File: config.mk
export PLATFORM = sky130hd
export DESIGN_NAME = decode_stage_flat
export DESIGN_NICKNAME = d
export VERILOG_FILES = /design/src/rtl/decode_stage_if.sv /design/src/rtl/decode_stage.sv /design/src/flat_wrapper.sv
export SDC_FILE = /design/constraint.sdc
export NUM_CORES = 1
export LEC_CHECK = 0
export ABC_AREA = 1
export BUFFER_PORTS_ARGS = -buffer_cell sky130_fd_sc_hd__buf_4
export CORE_MARGIN = 2
export CORE_UTILIZATION = 25
export DETAILED_ROUTE_END_ITERATION = 8
export GPL_TIMING_DRIVEN = 0
export HOLD_SLACK_MARGIN = 0.1
export PLACE_DENSITY = 0.44
export SLEW_MARGIN = 20
export SYNTH_ARGS = -nofsm -noshare
export SYNTH_HDL_FRONTEND = slang
export SYNTH_SLANG_ARGS = --single-unit
File: constraint.sdc
create_clock -name clk -period 3.7 [get_ports clk]
set_input_delay 0.185 -clock clk [delete_from_list [all_inputs] [get_ports clk]]
set_output_delay 0.185 -clock clk [all_outputs]
set_load 0.02 [all_outputs]
File: src/rtl/decode_stage_if.sv
// IF/ID word, write-back port and ID/EX outputs of the decode stage.
// master drives the fetch/write-back side; slave is the decode stage itself.
interface decode_stage_if;
  logic        ifIdValid;
  logic [4:0]  opCode;
  logic [2:0]  Rs;
  logic [2:0]  Rd;
  logic [4:0]  SHMNT;
  logic        isImmediate;
  logic [31:0] nextInstructionAddress;
  logic        flush;
  logic        wbEnable;
  logic [2:0]  wbAddr;
  logic [15:0] wbData;
  logic        stall;
  logic        idExValid;
  logic [4:0]  idExOpCode;
  logic [2:0]  idExRs;
  logic [2:0]  idExRd;
  logic [4:0]  idExShmnt;
  logic [31:0] idExPc;
  logic [15:0] idExSrc1;
  logic [15:0] idExSrc2;
  logic [15:0] idExImm;
  logic        idExRegWrite;
  logic        idExMemRead;
  logic        idExMemWrite;
  logic        idExBranch;
  logic        idExUseImm;

  modport master (
    output ifIdValid, opCode, Rs, Rd, SHMNT, isImmediate, nextInstructionAddress,
           flush, wbEnable, wbAddr, wbData,
    input  stall, idExValid, idExOpCode, idExRs, idExRd, idExShmnt, idExPc,
           idExSrc1, idExSrc2, idExImm, idExRegWrite, idExMemRead, idExMemWrite,
           idExBranch, idExUseImm
  );

  modport slave (
    input  ifIdValid, opCode, Rs, Rd, SHMNT, isImmediate, nextInstructionAddress,
           flush, wbEnable, wbAddr, wbData,
    output stall, idExValid, idExOpCode, idExRs, idExRd, idExShmnt, idExPc,
           idExSrc1, idExSrc2, idExImm, idExRegWrite, idExMemRead, idExMemWrite,
           idExBranch, idExUseImm
  );
endinterface

File: src/rtl/decode_stage.sv
// Decode stage: 8x16 register file with write-back bypass, control decode,
// two-word immediate handling and load-use hazard stall into the ID/EX register.
module decode_stage (
  input  logic           clk,
  input  logic           rst,
  decode_stage_if.slave  bus
);
  localparam int unsigned DATA_W = 16;
  localparam int unsigned REG_N  = 8;
  localparam int unsigned ADDR_W = 3;
  localparam int unsigned OP_W   = 5;
  localparam int unsigned SH_W   = 5;
  localparam int unsigned PC_W   = 32;

  typedef enum logic {DECODE, IMM_WAIT} state_t;

  typedef struct packed {
    logic [OP_W-1:0]   op;
    logic [ADDR_W-1:0] rs;
    logic [ADDR_W-1:0] rd;
    logic [SH_W-1:0]   shmnt;
    logic [PC_W-1:0]   pc;
    logic [DATA_W-1:0] src1;
    logic [DATA_W-1:0] src2;
  } inst_t;

  typedef struct packed {
    logic reg_write;
    logic mem_read;
    logic mem_write;
    logic branch;
  } ctrl_t;

  typedef struct packed {
    logic              valid;
    inst_t             inst;
    logic [DATA_W-1:0] imm;
    ctrl_t             ctrl;
    logic              use_imm;
  } id_ex_t;

  state_t            state, state_nxt;
  inst_t             pend, pend_nxt;
  id_ex_t            id_ex, id_ex_nxt;
  inst_t             cur;
  logic [DATA_W-1:0] rf [REG_N];
  logic [DATA_W-1:0] raw_word;
  logic              hazard;

  function automatic ctrl_t decode_ctrl(input logic [OP_W-1:0] op);
    ctrl_t c;
    c = '0;
    if (op != '0) begin
      case (op[4:3])
        2'b01: c.reg_write = 1'b1;
        2'b10: begin
          if (op[2]) begin
            c.mem_write = 1'b1;
          end else begin
            c.mem_read  = 1'b1;
            c.reg_write = 1'b1;
          end
        end
        2'b11:   c.branch = 1'b1;
        default: c = '0;
      endcase
    end
    return c;
  endfunction

  // Current IF/ID word with operands read through the write-back bypass.
  always_comb begin
    cur       = '0;
    cur.op    = bus.opCode;
    cur.rs    = bus.Rs;
    cur.rd    = bus.Rd;
    cur.shmnt = bus.SHMNT;
    cur.pc    = bus.nextInstructionAddress;
    cur.src1  = (bus.wbEnable && (bus.wbAddr == bus.Rs)) ? bus.wbData : rf[bus.Rs];
    cur.src2  = (bus.wbEnable && (bus.wbAddr == bus.Rd)) ? bus.wbData : rf[bus.Rd];
    raw_word  = {bus.opCode, bus.Rs, bus.Rd, bus.SHMNT};
  end

  // Load-use hazard; flush and reset both override it.
  always_comb begin
    hazard = 1'b0;
    if (rst && !bus.flush && (state == DECODE) && bus.ifIdValid &&
        (bus.opCode[4:3] != 2'b00) && id_ex.valid && id_ex.ctrl.mem_read &&
        ((id_ex.inst.rd == bus.Rs) || (id_ex.inst.rd == bus.Rd))) begin
      hazard = 1'b1;
    end
  end

  assign bus.stall = hazard;

  // Next-state and ID/EX next value; bubbles keep the data fields untouched.
  always_comb begin
    state_nxt         = state;
    pend_nxt          = pend;
    id_ex_nxt         = id_ex;
    id_ex_nxt.valid   = 1'b0;
    id_ex_nxt.ctrl    = '0;
    id_ex_nxt.use_imm = 1'b0;
    if (bus.flush) begin
      state_nxt = DECODE;
      pend_nxt  = '0;
    end else if (!hazard) begin
      case (state)
        DECODE: begin
          if (bus.ifIdValid) begin
            if (bus.isImmediate) begin
              pend_nxt  = cur;
              state_nxt = IMM_WAIT;
            end else begin
              id_ex_nxt.valid = 1'b1;
              id_ex_nxt.inst  = cur;
              id_ex_nxt.imm   = '0;
              id_ex_nxt.ctrl  = decode_ctrl(cur.op);
            end
          end
        end
        IMM_WAIT: begin
          if (bus.ifIdValid) begin
            id_ex_nxt.valid   = 1'b1;
            id_ex_nxt.inst    = pend;
            id_ex_nxt.imm     = raw_word;
            id_ex_nxt.ctrl    = decode_ctrl(pend.op);
            id_ex_nxt.use_imm = 1'b1;
            state_nxt         = DECODE;
          end
        end
        default: state_nxt = DECODE;
      endcase
    end
  end

  always_ff @(posedge clk or negedge rst) begin
    if (!rst) begin
      state <= DECODE;
      pend  <= '0;
      id_ex <= '0;
    end else begin
      state <= state_nxt;
      pend  <= pend_nxt;
      id_ex <= id_ex_nxt;
    end
  end

  // Register file; write-back is independent of stall, flush and bubbles.
  always_ff @(posedge clk or negedge rst) begin
    if (!rst) begin
      for (int i = 0; i < int'(REG_N); i++) rf[i] <= '0;
    end else if (bus.wbEnable) begin
      rf[bus.wbAddr] <= bus.wbData;
    end
  end

  assign bus.idExValid    = id_ex.valid;
  assign bus.idExOpCode   = id_ex.inst.op;
  assign bus.idExRs       = id_ex.inst.rs;
  assign bus.idExRd       = id_ex.inst.rd;
  assign bus.idExShmnt    = id_ex.inst.shmnt;
  assign bus.idExPc       = id_ex.inst.pc;
  assign bus.idExSrc1     = id_ex.inst.src1;
  assign bus.idExSrc2     = id_ex.inst.src2;
  assign bus.idExImm      = id_ex.imm;
  assign bus.idExRegWrite = id_ex.ctrl.reg_write;
  assign bus.idExMemRead  = id_ex.ctrl.mem_read;
  assign bus.idExMemWrite = id_ex.ctrl.mem_write;
  assign bus.idExBranch   = id_ex.ctrl.branch;
  assign bus.idExUseImm   = id_ex.use_imm;
endmodule

File: src/flat_wrapper.sv
// flat-port wrapper written by rule: the top's interface ports become plain ports
module decode_stage_flat 
  (clk, rst, bus_ifIdValid, bus_opCode, bus_Rs, bus_Rd, bus_SHMNT, bus_isImmediate, bus_nextInstructionAddress, bus_flush, bus_wbEnable, bus_wbAddr, bus_wbData, bus_stall, bus_idExValid, bus_idExOpCode, bus_idExRs, bus_idExRd, bus_idExShmnt, bus_idExPc, bus_idExSrc1, bus_idExSrc2, bus_idExImm, bus_idExRegWrite, bus_idExMemRead, bus_idExMemWrite, bus_idExBranch, bus_idExUseImm);
  decode_stage_if bus_i ();
  input  logic clk;
  input  logic rst;
  input wire logic [$bits(bus_i.ifIdValid)-1:0] bus_ifIdValid;
  input wire logic [$bits(bus_i.opCode)-1:0] bus_opCode;
  input wire logic [$bits(bus_i.Rs)-1:0] bus_Rs;
  input wire logic [$bits(bus_i.Rd)-1:0] bus_Rd;
  input wire logic [$bits(bus_i.SHMNT)-1:0] bus_SHMNT;
  input wire logic [$bits(bus_i.isImmediate)-1:0] bus_isImmediate;
  input wire logic [$bits(bus_i.nextInstructionAddress)-1:0] bus_nextInstructionAddress;
  input wire logic [$bits(bus_i.flush)-1:0] bus_flush;
  input wire logic [$bits(bus_i.wbEnable)-1:0] bus_wbEnable;
  input wire logic [$bits(bus_i.wbAddr)-1:0] bus_wbAddr;
  input wire logic [$bits(bus_i.wbData)-1:0] bus_wbData;
  output wire logic [$bits(bus_i.stall)-1:0] bus_stall;
  output wire logic [$bits(bus_i.idExValid)-1:0] bus_idExValid;
  output wire logic [$bits(bus_i.idExOpCode)-1:0] bus_idExOpCode;
  output wire logic [$bits(bus_i.idExRs)-1:0] bus_idExRs;
  output wire logic [$bits(bus_i.idExRd)-1:0] bus_idExRd;
  output wire logic [$bits(bus_i.idExShmnt)-1:0] bus_idExShmnt;
  output wire logic [$bits(bus_i.idExPc)-1:0] bus_idExPc;
  output wire logic [$bits(bus_i.idExSrc1)-1:0] bus_idExSrc1;
  output wire logic [$bits(bus_i.idExSrc2)-1:0] bus_idExSrc2;
  output wire logic [$bits(bus_i.idExImm)-1:0] bus_idExImm;
  output wire logic [$bits(bus_i.idExRegWrite)-1:0] bus_idExRegWrite;
  output wire logic [$bits(bus_i.idExMemRead)-1:0] bus_idExMemRead;
  output wire logic [$bits(bus_i.idExMemWrite)-1:0] bus_idExMemWrite;
  output wire logic [$bits(bus_i.idExBranch)-1:0] bus_idExBranch;
  output wire logic [$bits(bus_i.idExUseImm)-1:0] bus_idExUseImm;
  assign bus_i.ifIdValid = bus_ifIdValid;
  assign bus_i.opCode = bus_opCode;
  assign bus_i.Rs = bus_Rs;
  assign bus_i.Rd = bus_Rd;
  assign bus_i.SHMNT = bus_SHMNT;
  assign bus_i.isImmediate = bus_isImmediate;
  assign bus_i.nextInstructionAddress = bus_nextInstructionAddress;
  assign bus_i.flush = bus_flush;
  assign bus_i.wbEnable = bus_wbEnable;
  assign bus_i.wbAddr = bus_wbAddr;
  assign bus_i.wbData = bus_wbData;
  assign bus_stall = bus_i.stall;
  assign bus_idExValid = bus_i.idExValid;
  assign bus_idExOpCode = bus_i.idExOpCode;
  assign bus_idExRs = bus_i.idExRs;
  assign bus_idExRd = bus_i.idExRd;
  assign bus_idExShmnt = bus_i.idExShmnt;
  assign bus_idExPc = bus_i.idExPc;
  assign bus_idExSrc1 = bus_i.idExSrc1;
  assign bus_idExSrc2 = bus_i.idExSrc2;
  assign bus_idExImm = bus_i.idExImm;
  assign bus_idExRegWrite = bus_i.idExRegWrite;
  assign bus_idExMemRead = bus_i.idExMemRead;
  assign bus_idExMemWrite = bus_i.idExMemWrite;
  assign bus_idExBranch = bus_i.idExBranch;
  assign bus_idExUseImm = bus_i.idExUseImm;
  decode_stage u_core (.clk(clk), .rst(rst), .bus(bus_i));
endmodule
; ---- After elaboration in Yosys (flattened, before gate mapping)
; Index checks and enable logic that the tools add are counted.
[op_classes]
magnitude_cmp = 4
eq_ne = 15
n_mux = 42
n_bitwise = 6
n_reduce_logical = 19
[ops]
columns = op, count
row1 = two-way mux 80 bit, 5
row2 = two-way mux 102 bit, 3
row3 = two-way mux 101 bit, 2
row4 = case mux 101 bit (2 select lines), 1
row5 = bitwise mux 128 bit, 1
row6 = two-way mux 16 bit, 7
row7 = binary-select mux 16 bit (select 3 bit), 2
row8 = demux 16 bit (select 3 bit), 1
row9 = equality test 3 bit, 4
row10 = "greater-or-equal comparator 4 bit, second input constant", 3
row11 = NOT 3 -> 4 bit, 3
row12 = two-way mux 1 bit, 11
row13 = logical AND 1 bit, 10
row14 = "inequality test 2 bit, second input constant", 5
row15 = nonzero test 5 bit, 2
row16 = "equality test 2 bit, second input constant", 4
row17 = two-way mux 2 bit, 4
row18 = two-way mux 4 bit, 2
row19 = case mux 1 bit (2 select lines), 3
row20 = nonzero test 2 bit, 3
row21 = AND reduction 5 bit, 1
row22 = "equality test 2 x 1 -> 1 bit, second input constant", 2
row23 = "less-than comparator 4 x 1 -> 1 bit, second input constant", 1
row24 = AND reduction 4 bit, 1
row25 = 3 further kinds, 5
[totals]
ff_bits = 311
input_bits = 73
out_inout_bits = 103
word_cells = 116

; ---- Logic depth before layout (Yosys ltp)
[logic_depth]
depth_word = 11
depth_mapped = 12
depth_no_buf = 10

; ---- Least setup slack after synthesis
; Ideal clock, no wire load.
[synth_path]
kind = reg2reg
from = register u_core.id_ex (netlist bit u_core.bus.idExRd[1])
to = register u_core.pend[4] in the netlist's numbering
setup_time_ns = 0.134
arrival_time_ns = 1.397
required_time_ns = 3.566
setup_slack_ns = 2.169
stages_incl_launch_ff = 8
path_buffers = 1
synth_period_minus_slack_ns = 1.531
cell_sequence = dfrtp_1 -> xnor2_1 -> nand3_1 -> nand2_1 -> nand2_4 -> nand3_2 -> clkbuf_1 -> o21ai_0
[synth_between]
elab_chain_len = 6
elab_cells_between_ends = 7
classes_between = eq/ne: 3 / mux: 1 / reduce/logical: 3
[synth_lines]
columns = element, line_no
row1 = from (decl), decode_stage.sv:44  ; id_ex_t id_ex, id_ex_nxt;
row2 = from (signal assigned), decode_stage.sv:145  ; id_ex <= id_ex_nxt;
row3 = equality test 3 bit, decode_stage.sv:89  ; ((id_ex.inst.rd == bus.Rs) || (id_ex.inst.rd == bus.Rd))) begin
row4 = logical OR 1 bit (*), decode_stage.sv:89
row5 = logical AND 1 bit (*), decode_stage.sv:88  ; (bus.opCode[4:3] != 2'b00) && id_ex.valid && id_ex.ctrl.mem_read &&
row6 = two-way mux 1 bit (*), decode_stage.sv:87  ; if (rst && !bus.flush && (state == DECODE) && bus.ifIdValid &&
row7 = inequality test 2 bit (no source line) (*), --
row8 = AND reduction 4 bit (no source line) (*), --
row9 = to (signal assigned), decode_stage.sv:144  ; pend <= pend_nxt;
row10 = to (decl), decode_stage.sv:43  ; inst_t pend, pend_nxt;
; Mark *: on every way between the ends. The rest lies on a longest branch, timed or not.
; A chain may end at the register's enable or synchronous reset.

; ---- Worst setup path in the final report
[layout_path]
from = input rst
to = register u_core.pend[70] in the netlist's numbering
[layout_between]
elab_chain_len = 10
[layout_lines]
columns = element, line_no
row1 = from (decl), flat_wrapper.sv:6  ; input logic rst;
row2 = logical AND 1 bit (4 in a row), decode_stage.sv:87
row3 = logical AND 1 bit (3 in a row), decode_stage.sv:88
row4 = two-way mux 1 bit, decode_stage.sv:87
row5 = inequality test 2 bit (no source line), --
row6 = AND reduction 4 bit (no source line), --
; Every way passes these cells.

==> summary.txt <==
GRT
  – Overall Global Routing Usage: 19.5%
  – Met2 usage: 30.9%
  – Routing usage on met3: about 2.8%
  – Initial antenna violation count: 0
  – Largest net degree at the start of global routing: between 90 and 100
  – M1 GR Usage: between 20 and 30%
  – Grt peak-use layer: met2
  – Vias in the first global route: 14600
  – First-pass GRT wire length: 93.0 mm
  – GR Overflow Total: 0

Worst setup path
  – Worst Path Arrival: between 3000 and 4000 ps
  – CP Max Fanout: 89
  – WS Path Type: input pin to flop
  – Worst Setup Start Kind: input pin
  – Setup crit end kind: flop
  – CP required: 4120 ps
  – Worst reg2reg path depth: 7
  – FF-to-FF End: u_core.pend[70]
  – FF-to-FF setup slack: 1440 ps
  – Reg-to-Reg Start: u_core.bus.idExRd[2]

Outcome
  – Outcome: finished clean

Timing
  – Slew headroom: 46.7%
  – Final slew viol count: 0
  – Final Setup Violations: 0
  – FMAX: 375 MHz
  – Slew of the pin with the lowest slew margin: ~800 ps
  – Hold Violations, Final: 0
  – RSZ-0062 raised after global routing: no
  – Min Clock Period, post-route: 2670 ps
  – Clock skew after layout: 23.0 ps
  – Final Cycle Share: 72.1%
  – Final Hold Slack: 136 ps
  – TNS Setup: 0 ps

Flow run
  – Max cap viols: 0

Logic synthesis
  – Synth Register Bits: between 300 and 400
  – Post-synthesis net count: ~2000
  – Seq/Total Area, Yosys: 51.5%
  – Synth top area share: 51.5%
  – Top post-synthesis cells by area: dfrtp_1 52%, nand2_1 18%, nand3_1 9.7%
  – Unique masters post-synth: 29
  – Synthesized area per cell: 7.76 um^2
  – Mapped Cells: a little under 2000
  – Ys Warns: 0
  – Yosys top cell by area: dfrtp_1
  – Synthesized area: 15100 um^2

Routing
  – DR DRC count: 0
  – DR vias: 14300
  – Vias per cell: 4.74
  – Antenna-violating nets left: 0
  – WL final: 60.6 mm
  – Pre-Repair DR Iteration Count: 5
  – Wire per inst: 20.0 um
  – 1st-iter DRT viols: 1156

Placement
  – Cell Area, Placed: 17500 um^2
  – Port buffer count: 171
  – HPWL Detailed: 44.4 mm
  – RD Place Congestion: approximately 0.95

Clock tree
  – Clock-pin slew of the registers on the worst-case setup and hold paths: 60 ps
  – Clock Latency Late Sink: around 580 ps
  – CTS Buf Count: 39
  – Clk sinks: 311
  – TritonCTS clock tree: done
  – CTS max path bufs: 3
  – Post-CTS Setup Inserts: 0
  – H-tree depth: 2
  – Clock root cell: clkbuf_16
  – Post-CTS sizing: 0

Final layout
  – Layout cells sized above 1: 14.2%
  – # diodes: 0
  – Post-Layout Inst Area: 19300 um^2
  – Post-layout util: 32.2%
  – Area Growth Syn to Fin: 27.8%
  – Nets@finish: roughly 2300

Power and ir drop
  – Max VDD drop: 268 uV
  – Design Power: approximately 0.010 W
  – PwrDens: 517 nW/um^2
  – Leakage power: 9.30 nW

Floorplanning
  – Row count: 90
  – Starting Density: 25.2%
  – I/O pin count: 176
  – Core Area: around 60000 um^2
  – Die area: 62400 um^2
  – Height of the die: 250 um
  – Die X: 250 um

Hold path
  – HP Class: input pin to async pin
==> metal layers <==
| layer | up-vias | routed length, um |
|---|---|---|
| li1 | 6937 | - |
| met1 | 6861 | 28100 |
| met2 | 446 | 27000 |
| met3 | 89 | 3060 |
| met4 | 0 | 2300 |
| met5 | - | 0 |
==> state kept, by name, summed over array words and instances (netlist names), 3 cells and up <==
name and count:
u_core.rf 128, u_core.pend 80, u_core.bus.idExPc 32, u_core.bus.idExImm 16, u_core.bus.idExSrc1 16, u_core.bus.idExSrc2 16
u_core.bus.idExOpCode 5, u_core.bus.idExShmnt 5, u_core.bus.idExRd 3, u_core.bus.idExRs 3
==> cells in the mapped netlist, drive strengths merged <==
cell type,instances
ha,7
buf,67
inv,66
a21oi,19
dfrtp,311
xnor2,6
a32oi,1
nand2,740
o21ai,263
o21a,1
nor3,4
nor2,33
nand3,297
nand4,2
clkbuf,65
clkinv,16
a22oi,47
==> timing repair <==
action | in CTS | in global routing
hold buffers | 51 | 0
endpoints found under the setup margin | 0 | 0
endpoints found under the hold margin | 315 | 0
==> area by class of cell <==
cell class	instances	area (um^2)
tap	782	978
inverter	82	308
buffer	132	606
sequential	311	7780
clock buffer	59	1200
multi-input combinational	1420	6400
clock inverter	13	138
timing repair buffer	225	1880
fill	6356	40700
==> worst max path at each step <==
stage,end,slack [ps],from
3_3_place_gp,u_core.pend[31],-1590,rst
4_1_cts,u_core.pend[70],890,rst
3_5_place_dp,u_core.pend[70],920,rst
6_report,u_core.pend[70],1030,rst
5_1_grt,u_core.pend[32],680,rst
2_1_floorplan,u_core.pend[4],2170,u_core.bus.idExRd[1]
==> power breakdown <==
part           switching, W  internal (W)
logic               0.00117      0.000654
registers          0.000347       0.00383
clock network       0.00160       0.00239
==> cells in the final DEF (no fill, tap or decap), drive strengths merged <==
master and n:
a21oi 19, xnor2 6, a22oi 47, nand4 2
nor3 4, bufinv 2, buf 241, inv 67
nand3 297, clkbuf 124, nor2 33, clkinv 23
a32oi 1, ha 7, o21a 1, dfrtp 311
clkinvlp 3, dlygate4sd3 51, o21ai 263, nand2 740
==> stage by stage <==
stage	instances	setup slack (ps)
floorplan	1945	2170
global placement	2898	-1590
detailed placement	2901	921
CTS	3024	890
global route	3024	680
finish	3024	1030
==> cells by family after synthesis <==
group	after synthesis	synth area share [%]
simple gates	1076	29.6
xor+xnor	6	0.348
compound gates	331	11.8
flops	311	51.5
buf+inv	214	6.05
fa+ha+maj	7	0.580
==> worst max-delay path, stage by stage <==
cell and delay, ps:
dlygate4sd3_1 560, buf_8 420, buf_16 390, nand4_1 180, nor3_2 210, nand2_4 110
nand3_2 240, clkbuf_1 520, o21ai_0 180
No activity file was read; power rests on OpenSTA's default activity.
